## src/rtl/hazard_pkg.sv

```systemverilog
// Shared types and constants for the pipeline sequencing controller.
package hazard_pkg;

   typedef enum logic [1:0] {
      RUN      = 2'd0,
      MEM_WAIT = 2'd1,
      HALT     = 2'd2
   } state_e;

   localparam int REG_W           = 4;
   localparam int MEM_TIMEOUT_DEF = 15;

endpackage

```

## src/rtl/sat_counter.sv

```systemverilog
// Saturating up-counter with synchronous clear; clear beats increment.
module sat_counter #(
   parameter int W = 16
) (
   input  logic         clk,
   input  logic         rst,
   input  logic         inc_i,
   input  logic         clr_i,
   output logic [W-1:0] cnt_o
);

   logic [W-1:0] cnt_q;
   logic [W-1:0] cnt_d;

   always_comb begin
      cnt_d = cnt_q;
      if (clr_i) begin
         cnt_d = '0;
      end else if (inc_i && !(&cnt_q)) begin
         cnt_d = cnt_q + 1'b1;
      end
   end

   always_ff @(posedge clk or posedge rst) begin
      if (rst) begin
         cnt_q <= '0;
      end else begin
         cnt_q <= cnt_d;
      end
   end

   assign cnt_o = cnt_q;

endmodule

```

## src/rtl/pipeline_hazard_ctrl.sv

```systemverilog
// Pipeline sequencing controller: load-use bubble, memory freeze with timeout halt,
// branch squash, and saturating stall/flush counters. Control outputs are Mealy.
module pipeline_hazard_ctrl
   import hazard_pkg::*;
#(
   parameter int MEM_TIMEOUT = MEM_TIMEOUT_DEF,
   parameter int CNT_W       = 16
) (
   input  logic             clk,
   input  logic             reset,
   input  logic [REG_W-1:0] ID_Rn,
   input  logic [REG_W-1:0] ID_Rm,
   input  logic             ID_uses_Rn,
   input  logic             ID_uses_Rm,
   input  logic [REG_W-1:0] EX_Rd,
   input  logic             EX_RF_enable,
   input  logic             EX_load,
   input  logic             branch_taken,
   input  logic             mem_req,
   input  logic             mem_ready,
   input  logic             cnt_clr,
   output logic             pc_ld,
   output logic             ifid_ld,
   output logic             ifid_flush,
   output logic             idex_ld,
   output logic             idex_bubble,
   output logic             exmem_ld,
   output logic             memwb_bubble,
   output logic             mem_err,
   output logic [CNT_W-1:0] stall_cnt,
   output logic [CNT_W-1:0] flush_cnt,
   output state_e           state_dbg
);

   localparam logic [8:0] TIMEOUT_L = 9'(MEM_TIMEOUT);

   state_e     state_q, state_d;
   logic [7:0] wait_q, wait_d;
   logic       mem_err_q, mem_err_d;
   logic [8:0] wait_inc;
   logic       load_use;
   logic       miss;
   logic       freeze;
   logic       stall_inc;
   logic       flush_inc;

   assign load_use = EX_load & EX_RF_enable &
                     ((ID_uses_Rn & (ID_Rn == EX_Rd)) | (ID_uses_Rm & (ID_Rm == EX_Rd)));
   assign miss     = mem_req & ~mem_ready;
   // wait_inc counts frozen cycles including the current one
   assign wait_inc = {1'b0, wait_q} + 9'd1;

   always_ff @(posedge clk or posedge reset) begin
      if (reset) begin
         state_q   <= RUN;
         wait_q    <= 8'd0;
         mem_err_q <= 1'b0;
      end else begin
         state_q   <= state_d;
         wait_q    <= wait_d;
         mem_err_q <= mem_err_d;
      end
   end

   always_comb begin
      state_d   = state_q;
      wait_d    = wait_q;
      mem_err_d = mem_err_q;
      case (state_q)
         RUN: begin
            if (miss) begin
               state_d = MEM_WAIT;
               wait_d  = 8'd1;
            end
         end
         MEM_WAIT: begin
            if (!mem_ready) begin
               wait_d = wait_inc[7:0];
               if (wait_inc >= TIMEOUT_L) begin
                  state_d   = HALT;
                  mem_err_d = 1'b1;
               end
            end else begin
               state_d = RUN;
               wait_d  = 8'd0;
            end
         end
         HALT:    state_d = HALT;
         default: state_d = RUN;
      endcase
   end

   always_comb begin
      freeze = (state_q == HALT) ||
               ((state_q == MEM_WAIT) && !mem_ready) ||
               ((state_q == RUN) && miss);
      pc_ld        = 1'b1;
      ifid_ld      = 1'b1;
      ifid_flush   = 1'b0;
      idex_ld      = 1'b1;
      idex_bubble  = 1'b0;
      exmem_ld     = 1'b1;
      memwb_bubble = 1'b0;
      if (freeze) begin
         pc_ld        = 1'b0;
         ifid_ld      = 1'b0;
         idex_ld      = 1'b0;
         exmem_ld     = 1'b0;
         memwb_bubble = 1'b1;
      end else if (load_use) begin
         // branch operands are stale during a load-use stall; it re-resolves next cycle
         pc_ld       = 1'b0;
         ifid_ld     = 1'b0;
         idex_bubble = 1'b1;
      end else if (branch_taken) begin
         ifid_flush = 1'b1;
      end
      if (reset) begin
         pc_ld        = 1'b0;
         ifid_ld      = 1'b0;
         ifid_flush   = 1'b1;
         idex_ld      = 1'b0;
         idex_bubble  = 1'b1;
         exmem_ld     = 1'b0;
         memwb_bubble = 1'b1;
      end
   end

   assign stall_inc = ~pc_ld & (state_q != HALT) & ~reset;
   assign flush_inc = ifid_flush & ~reset;
   assign mem_err   = mem_err_q;
   assign state_dbg = state_q;

   sat_counter #(.W(CNT_W)) u_stall_cnt (
      .clk   (clk),
      .rst   (reset),
      .inc_i (stall_inc),
      .clr_i (cnt_clr),
      .cnt_o (stall_cnt)
   );

   sat_counter #(.W(CNT_W)) u_flush_cnt (
      .clk   (clk),
      .rst   (reset),
      .inc_i (flush_inc),
      .clr_i (cnt_clr),
      .cnt_o (flush_cnt)
   );

endmodule

```

## config.mk

```make
export PLATFORM = sky130hd
export DESIGN_NAME = pipeline_hazard_ctrl
export DESIGN_NICKNAME = d
export VERILOG_FILES = /design/src/rtl/hazard_pkg.sv /design/src/rtl/sat_counter.sv /design/src/rtl/pipeline_hazard_ctrl.sv
export SDC_FILE = /design/constraint.sdc
export NUM_CORES = 1
export LEC_CHECK = 0
export CORE_ASPECT_RATIO = 1.25
export CORE_MARGIN = 5
export CORE_UTILIZATION = 50
export DETAILED_ROUTE_END_ITERATION = 8
export PLACE_DENSITY = 0.81
export SYNTH_ARGS = -nofsm -noshare
export SYNTH_HDL_FRONTEND = slang
export SYNTH_SLANG_ARGS = --single-unit
```

## constraint.sdc

```tcl
create_clock -name clk -period 2.86 [get_ports clk]
set_input_delay 0.286 -clock clk [delete_from_list [all_inputs] [get_ports clk]]
set_output_delay 0.286 -clock clk [all_outputs]
set_load 0.1 [all_outputs]
```

# ---- Word level (Yosys, flattened, before mapping)
# Index checks and enable logic that the tools add are counted.
dict set report totals {
  ff_bits 43
  in_bits 22
  elab_cells 71
  output_inout_bits 42
}
dict set report classes {
  n_mux 25
  magnitude_cmp 1
  n_eq_ne 7
  reduce_logical 18
  addsub 3
  bitwise 12
}
# cell n
set ops {}
lappend ops {{16-bit two-way mux} 4}
lappend ops {{16-bit by 1-bit adder with 16-bit output, second input constant} 2}
lappend ops {{16-bit AND reduction} 2}
lappend ops {{8-bit two-way mux} 2}
lappend ops {{8-bit case mux with 2 select lines} 1}
lappend ops {{1-bit two-way mux} 14}
lappend ops {{8-bit by 1-bit adder with 9-bit output, second input constant} 1}
lappend ops {{9-bit by 4-bit greater-or-equal comparator with 1-bit output, second input constant} 1}
lappend ops {{1-bit bitwise AND} 8}
lappend ops {{4-bit == test} 2}
lappend ops {{2-bit two-way mux} 3}
lappend ops {{2-bit case mux with 3 select lines} 1}
lappend ops {{2-bit nonzero test} 3}
lappend ops {{1-bit logical AND} 4}
lappend ops {{2-bit != test, second input constant} 2}
lappend ops {{2-bit AND reduction} 2}
lappend ops {{1-bit logical NOT} 3}
lappend ops {{3-bit != test, second input constant} 1}
lappend ops {{1-bit inverter} 3}
lappend ops {{3-bit AND reduction} 1}
lappend ops {{2-bit by 1-bit == test with 1-bit output, second input constant} 1}
lappend ops {{2-bit == test, second input constant} 1}
lappend ops {{2-bit logical NOT} 1}
lappend ops {{1-bit logical OR} 2}
lappend ops {{1-bit bitwise OR} 1}

# ---- Logic depth before layout (Yosys ltp)
# Gate-level depths: netlist (run 1).
dict set report logic_depth {
  ltp_word 13
  depth_mapped 9
  mapped_depth_nobuf 7
}

# ---- By module
# Synthesis (run 1) repeated with hierarchy kept, for this count alone.
dict set report unflattened {
  cells_unflattened 313
  area_unflattened_um2 2758.9
}
# module area_each_um2 cells_each instances seq_area_each_um2
set modules_own_cells {}
lappend modules_own_cells {sat_counter 922.1 104 2 400.4}
lappend modules_own_cells {pipeline_hazard_ctrl 914.6 105 1 275.3}

# ---- Least setup slack after synthesis (run 1)
# No wires, ideal clock.
dict set report synth_timing {
  path_kind {register -> output}
  startpoint {reg state_q[0], in the netlist state_dbg[0]}
  endpoint {out pc_ld}
  stages_incl_launch_ff 9
  t_required_ps 2574
  t_arrival_ps 3944
  n_path_buf 3
  path_slack_ps -1370
  cell_sequence {dfrtp_1 nor2_1 o31ai_2 nand2b_1 clkinv_2 and3_4 clkbuf_8 clkbuf_8 buf_4}
}
dict set report synth_via {
  elab_chain_len 6
  word_cells_on_any_way 9
  cone_classes {2 x eq/ne; 2 x mux; 5 x reduce/logical}
}
# item line_no
set synth_rtl {}
lappend synth_rtl {{from (decl)} pipeline_hazard_ctrl.sv:37} ;# state_e state_q, state_d;
lappend synth_rtl {{from (signal assigned)} pipeline_hazard_ctrl.sv:59} ;# state_q <= state_d;
lappend synth_rtl {{2-bit by 1-bit == test with 1-bit output} pipeline_hazard_ctrl.sv:95} ;# ((state_q == MEM_WAIT) && !mem_ready) ||
lappend synth_rtl {{1-bit logical AND} pipeline_hazard_ctrl.sv:95}
lappend synth_rtl {{1-bit logical OR} pipeline_hazard_ctrl.sv:94} ;# freeze = (state_q == HALT) ||
lappend synth_rtl {{1-bit logical OR (*)} pipeline_hazard_ctrl.sv:95}
lappend synth_rtl {{1-bit two-way mux (*) (2 in series)} --}
lappend synth_rtl {{to (decl)} pipeline_hazard_ctrl.sv:22} ;# output logic pc_ld,
# Every way passes the cells marked *; elsewhere a longest branch is shown, timed or not.

# ---- Worst setup path in the final report (run 1)
dict set report layout_timing {
  startpoint {in EX_Rd[0]}
  endpoint {out idex_bubble}
}
dict set report layout_via {
  elab_chain_len 7
  word_cells_on_any_way 9
  cone_classes {2 x eq/ne; 3 x mux; 4 x bitwise}
}
# item line_no
set layout_rtl {}
lappend layout_rtl {{from (decl)} pipeline_hazard_ctrl.sv:15} ;# input logic [REG_W-1:0] EX_Rd,
lappend layout_rtl {{4-bit == test} pipeline_hazard_ctrl.sv:48} ;# ((ID_uses_Rn & (ID_Rn == EX_Rd)) | (ID_uses_Rm & (ID_Rm == EX_Rd)));
lappend layout_rtl {{1-bit bitwise AND} pipeline_hazard_ctrl.sv:48}
lappend layout_rtl {{1-bit bitwise OR (*)} pipeline_hazard_ctrl.sv:48}
lappend layout_rtl {{1-bit bitwise AND (*)} pipeline_hazard_ctrl.sv:47} ;# assign load_use = EX_load & EX_RF_enable &
lappend layout_rtl {{1-bit two-way mux (*)} pipeline_hazard_ctrl.sv:110} ;# end else if (load_use) begin
lappend layout_rtl {{1-bit two-way mux (*)} pipeline_hazard_ctrl.sv:104} ;# if (freeze) begin
lappend layout_rtl {{1-bit two-way mux (*)} pipeline_hazard_ctrl.sv:118} ;# if (reset) begin
lappend layout_rtl {{to (decl)} pipeline_hazard_ctrl.sv:26} ;# output logic idex_bubble,
# Marks and branches as above.

==> results of run 1 <==
[kinds of logic (layout without fill, tap and decap cells)]
group,after synthesis,after routing,synth area share
multiplexers,4,4,0.0159
XOR/XNOR,11,11,0.0370
AO/OA/AOI/OAI,80,80,0.182
adder cells (fa/ha/maj),4,4,0.0192
buffers and inverters,24,81,0.0673
AND/OR/NAND/NOR,121,121,0.265
flip-flops,43,43,0.414
[final cells by class]
| cell class | instances | area share |
|---|---|---|
| Clock buffer | 6 | 0.0221 |
| Timing Repair Buffer | 68 | 0.198 |
| Sequential cell | 43 | 0.329 |
| Tap cell | 62 | 0.0237 |
| Inverter | 7 | 0.0130 |
| Multi-Input combinational cell | 220 | 0.414 |
[power by group through the flow]
stage	Sequential, mW	Clock [mW]	Combinational, mW
floorplan	0.709	0	0.183
global placement	0.658	0	0.323
detailed placement	0.659	0	0.328
CTS	0.648	0.367	0.329
global route	0.652	0.387	0.349
finish	0.648	0.358	0.325
[stage by stage]
stage | utilization | cells | area (um2) | hold WS [ns]
finish | 0.646 | 406 | 3280 | 0.479
CTS | 0.646 | 406 | 3280 | 0.484
detailed placement | 0.631 | 400 | 3210 | 0.463
global placement | 0.631 | 400 | 3210 | 0.458
global route | 0.646 | 406 | 3280 | 0.518
floorplan | - | 287 | 2650 | 0.312
[worst reg2reg max path, delay by kind of cell (launching register included)]
family	cells	cell delay, ns
DFF	1	0.43
AOI/OAI and AO/OA	2	0.56
adders and majority gates	1	0.28
and+or+nand+nor	4	1.05
[path summary, 6_finish.rpt]
kind / end / cells past startpoint / slack, ns
worst max-delay path: idex_bubble / 7 / 0.36
worst min-delay path: mem_err / 1 / 0.48
worst max register to register: u_stall_cnt.cnt_o[14] / 7 / 0.47
worst min register to register: mem_err / 1 / 0.48
max in group asynchronous: u_flush_cnt.cnt_o[1] / 3 / 2.11
min in group asynchronous: u_stall_cnt.cnt_o[12] / 3 / 0.49
[layer usage]
layer,vias up,wire length (um),track usage
li1,1173,-,-
met1,1186,2570,0.237
met2,73,3270,0.338
met3,10,456,0.0445
met4,0,78,0.0697
met5,-,0,0
[cells in the final DEF, fill, tap and decap left out, types with 6 or more instances in the layout]
cell type	n
dfrtp_1	41
buf_4	40
a21oi_1	28
o21ai_0	25
nand2_1	25
clkdlybuf4s50_1	21
o31ai_1	16
or3_1	15
or4_1	15
nand3_1	13
nor2_1	12
nand4_1	10
xor2_1	9
buf_12	7
nand2b_1	6
[flip-flops by register name (all words and copies together) (netlist names)]
register / count
u_flush_cnt.cnt_o: 16
u_stall_cnt.cnt_o: 16
state_dbg: 2
wait_q: 8
mem_err: 1
==> results.yml, run 1 <==
die:
  die_h_um: 90.6
  rows: 29
  fp.dieW_um: 74.5
  ioPinCount: 64
  start_util: 0.512
  die_area_um2: 6750
  coreArea_um2: 5080
setup_path:
  reg2reg_from: "u_stall_cnt.cnt_o[0]"
  cpMaxStageDelayCell: "clkdlybuf4s50_1"
  cp-start-kind: "input port"
  cp-startpoint: "EX_Rd[0]"
  setup.worst_path.end_class: "primary output"
  path_class: "in -> out"
  cp.required_ns: 2.57
  path_max_fanout: 3
  critical-path-top-delay-family: "simple AND/OR/NAND/NOR gates"
  crit_chain: "clkdlybuf4s50_1 -> xnor2_1 -> nand4_1 -> or4_4 -> and2_2 -> o21ai_1 -> buf_12"
  critPathBufInv: 2
  worstPathArrival_ns: 2.21
  crit_path_max_incr_delay_ns: 0.50
clocking:
  cts_resized: 0
  cts_tree: "yes"
  post_cts_buffers: 0
  cts-root-buf: "clkbuf_8"
  insertion_delay_ns: 0.29
  cts_sinks: 43
  htree_levels: 2
  cts_made_buffers: 5
  path_clk_slew_ns: 0.07
  ctsHoldBuffers: 0
  cts_buffer_depth: 2
global_route:
  antenna_found_initial: 0
  grt_remaining_overflow: 0
  grt_pass1_vias: 2456
  grt_pass1_wl_um: 10800
  grt_util_all_layers: 0.198
  grt_max_degree: 33
place:
  hpwl_um: 4710
  place_ws_ns: 0.285
  placement.io_buffers: 63
  routabilityCongestion: 0.816
detailed_routing:
  finalWirelength_um: 6380
  viasPerCell: 6.01
  ant_nets: 0
  wire_per_inst_um: 15.7
  drt_iter0_drc: 100
  drtPass1Iterations: 4
  drc: 0
  vias: 2442
timing:
  slew_viol_final: 0
  fin_crit_ns: 2.50
  max_slew_margin: 0.601
  worst_slack_ns: 0.361
  rsz0062_at_grt: "no"
  timing.setup.tns_ns: 0
  fin_crit_sh: 0.874
  clock_skew_ns: 0.00681
  timing.final.hold_violations: 0
  fmax_ghz: 0.400
  tightest_slew_ns: 0.594
  setup_viol: 0
flow_run:
  cap_viol_max_count: 0
logic_synthesis:
  synth_edf_count: 0
  netlist_top_cells_count: "dfrtp_1 (43), a21oi_1 (28), o21ai_0 (26)"
  ys.flop_type: "dfrtp_1"
  async_flop_share: 1.00
  synth_top_area_frac: 0.414
  synth.distinct_cells: 42
  synthesis.instances: 287
  ys_seq_area_frac: 0.414
  synth_area_um2: 2600
  yosys_warnings: 0
  synth_top_cell_by_area: "dfrtp_1"
  synthTopCellsByArea: "dfrtp_1 (41%), a21oi_1 (5.4%), o21ai_0 (5.0%)"
  synthesis.nets: 313
  ys_ff_latch: 43
  syn_area_per_cell_um2: 9.06
  synth_most_common_cell: "dfrtp_1"
pwr:
  p_comb_frac: 0.244
  power_density_nw_per_um2: 406
  p_int_uw: 896
  peakVddDrop_uv: 244
  finalPower_mw: 1.33
  seqPwrFrac: 0.487
  p_sw_uw: 434
  p_leak_nw: 1.38
  p_clk_frac: 0.269
  p_sw_frac: 0.326
finish:
  nets: 371
  multiInputGateArea_um2: 1360
  drive_gt1_frac: 0.198
  regArea_um2: 1080
  insertedDiodeCount: 0
  flow.area_growth_from_synthesis_pct: 26.1
  nFillCells: 456
status:
  status: "finished clean"
min_path:
  hp-class: "reg -> reg"
  min_from: "mem_err"
Power figures use the tool's default switching activity.
==> run 2: changes to the inputs <==
--- a/config.mk
+++ b/config.mk
@@ -9,7 +9,7 @@
 export CORE_MARGIN = 5
 export CORE_UTILIZATION = 50
 export DETAILED_ROUTE_END_ITERATION = 8
-export PLACE_DENSITY = 0.81
+export PLACE_DENSITY = 0.91
 export SYNTH_ARGS = -nofsm -noshare
 export SYNTH_HDL_FRONTEND = slang
 export SYNTH_SLANG_ARGS = --single-unit
==> results.yml, run 2 (synthesized netlist as in run 1, its figures left out) <==
status:
  status: "finished clean"
setup_path:
  rrSetupSlack_ns: 0.44
  r2r-end: "u_stall_cnt.cnt_o[14]"
  path_class: "in -> out"
  r2r_cells: 7
  cp-start-kind: "input port"
  worstPathArrival_ns: 2.22
  crit_path_max_incr_delay_ns: 0.51
  crit_chain: "clkdlybuf4s50_1 -> xnor2_1 -> nand4_1 -> or4_4 -> and2_2 -> o21ai_1 -> buf_12"
  critPathBufInv: 2
  path_max_fanout: 3
  reg2reg_from: "u_stall_cnt.cnt_o[0]"
  cpMaxStageDelayCell: "clkdlybuf4s50_1"
  cp.required_ns: 2.57
  setup.worst_path.end_class: "primary output"
  critical-path-top-delay-family: "simple AND/OR/NAND/NOR gates"
timing:
  rsz0062_at_grt: "no"
  fin_crit_sh: 0.875
  fmax_ghz: 0.400
  max_slew_margin: 0.550
  slew_viol_final: 0
  clock_skew_ns: 0.0105
  fin_worst_hold_slack_ns: 0.271
  timing.final.hold_violations: 0
  tightest_slew_ns: 0.673
  timing.setup.tns_ns: 0
  fin_crit_ns: 2.50
  setup_viol: 0
die:
  fp.dieW_um: 74.5
  start_util: 0.512
  rows: 29
  coreArea_um2: 5080
  die_area_um2: 6750
  ioPinCount: 64
  die_h_um: 90.6
detailed_routing:
  drtPass1Iterations: 4
  ant_nets: 0
  finalWirelength_um: 6440
  viasPerCell: 6.13
  drt_iter0_drc: 154
  wire_per_inst_um: 15.9
  drc: 0
  vias: 2490
finish:
  mostFrequentLayoutCell: "dfrtp_1"
  final_cell_mix: "dfrtp_1 (41), buf_4 (39), a21oi_1 (28)"
  drive_gt1_frac: 0.195
  flow.area_growth_from_synthesis_pct: 25.9
  nets: 370
  insertedDiodeCount: 0
  nFillCells: 428
clocking:
  post_cts_buffers: 0
  cts_tree: "yes"
  cts_made_buffers: 5
  ctsHoldBuffers: 0
  htree_levels: 2
  path_clk_slew_ns: 0.08
  cts_resized: 0
  cts-root-buf: "clkbuf_8"
  insertion_delay_ns: 0.29
  cts_buffer_depth: 2
  cts_sinks: 43
global_route:
  grt_pass1_vias: 2371
  grt_util_all_layers: 0.194
  antenna_found_initial: 0
  grt_pass1_wl_um: 10700
  grt_remaining_overflow: 0
  grt_max_degree: 39
pwr:
  power_density_nw_per_um2: 409
  p_leak_nw: 1.37
  peakVddDrop_uv: 226
place:
  routabilityCongestion: 0.806
  placement.io_buffers: 63
  hpwl_um: 4780
flow_run:
  cap_viol_max_count: 0
min_path:
  hp-class: "in -> async"
==> run 2: power breakdown <==
| part | switching [mW] | total [mW] | internal [mW] | leakage (nW) |
|---|---|---|---|---|
| Sequential | 0.0245 | 0.649 | 0.624 | 0.590 |
| Combinational | 0.218 | 0.326 | 0.109 | 0.745 |
| Clock | 0.197 | 0.365 | 0.169 | 0.0383 |
==> run 2: metrics by stage <==
stage | cell area (um2) | cells | worst slack (ns) | utilization | power (mW)
5_1_grt | 3280 | 406 | 0.266 | 0.645 | 1.40
6_report | 3280 | 406 | 0.358 | 0.645 | 1.34
3_3_place_gp | 3200 | 399 | 0.323 | 0.630 | 0.976
4_1_cts | 3280 | 406 | 0.351 | 0.645 | 1.35
2_1_floorplan | 2650 | 287 | 0.0326 | - | 0.893
3_5_place_dp | 3200 | 399 | 0.230 | 0.630 | 0.989
==> run 2: per-layer routing <==
metal / track usage / wire length, um
met5: 0 / 0
met4: 0.0638 / 138
met3: 0.0379 / 405
met2: 0.335 / 3300
met1: 0.234 / 2600
==> run 2: worst max-delay path by stage <==
stage,startpoint,endpoint,slack [ns],cells after the start
finish,EX_Rd[0],idex_bubble,0.36,7
CTS,EX_Rd[0],idex_bubble,0.35,7
floorplan,reset,pc_ld,0.03,7
global route,u_stall_cnt.cnt_o[0],u_stall_cnt.cnt_o[14],0.27,7
global placement,EX_Rd[0],u_stall_cnt.cnt_o[5],0.32,7
detailed placement,EX_Rd[0],u_stall_cnt.cnt_o[7],0.23,7
==> run 2: layout make-up <==
type	count	area [um2]	share of cell area
tap	62	77.6	0.0237
inverter	7	42.5	0.0130
clock buffer	7	76.3	0.0233
sequential	43	1080	0.329
timing repair buffer	67	643	0.196
multi-input combinational	220	1360	0.414
==> run 2: worst register-to-register path: cells and delay by family, from the launching register on <==
| family | cells | cell delay, ns |
|---|---|---|
| fa+ha+maj | 1 | 0.28 |
| simple gates | 4 | 1.05 |
| compound gates | 2 | 0.58 |
| flops | 1 | 0.42 |
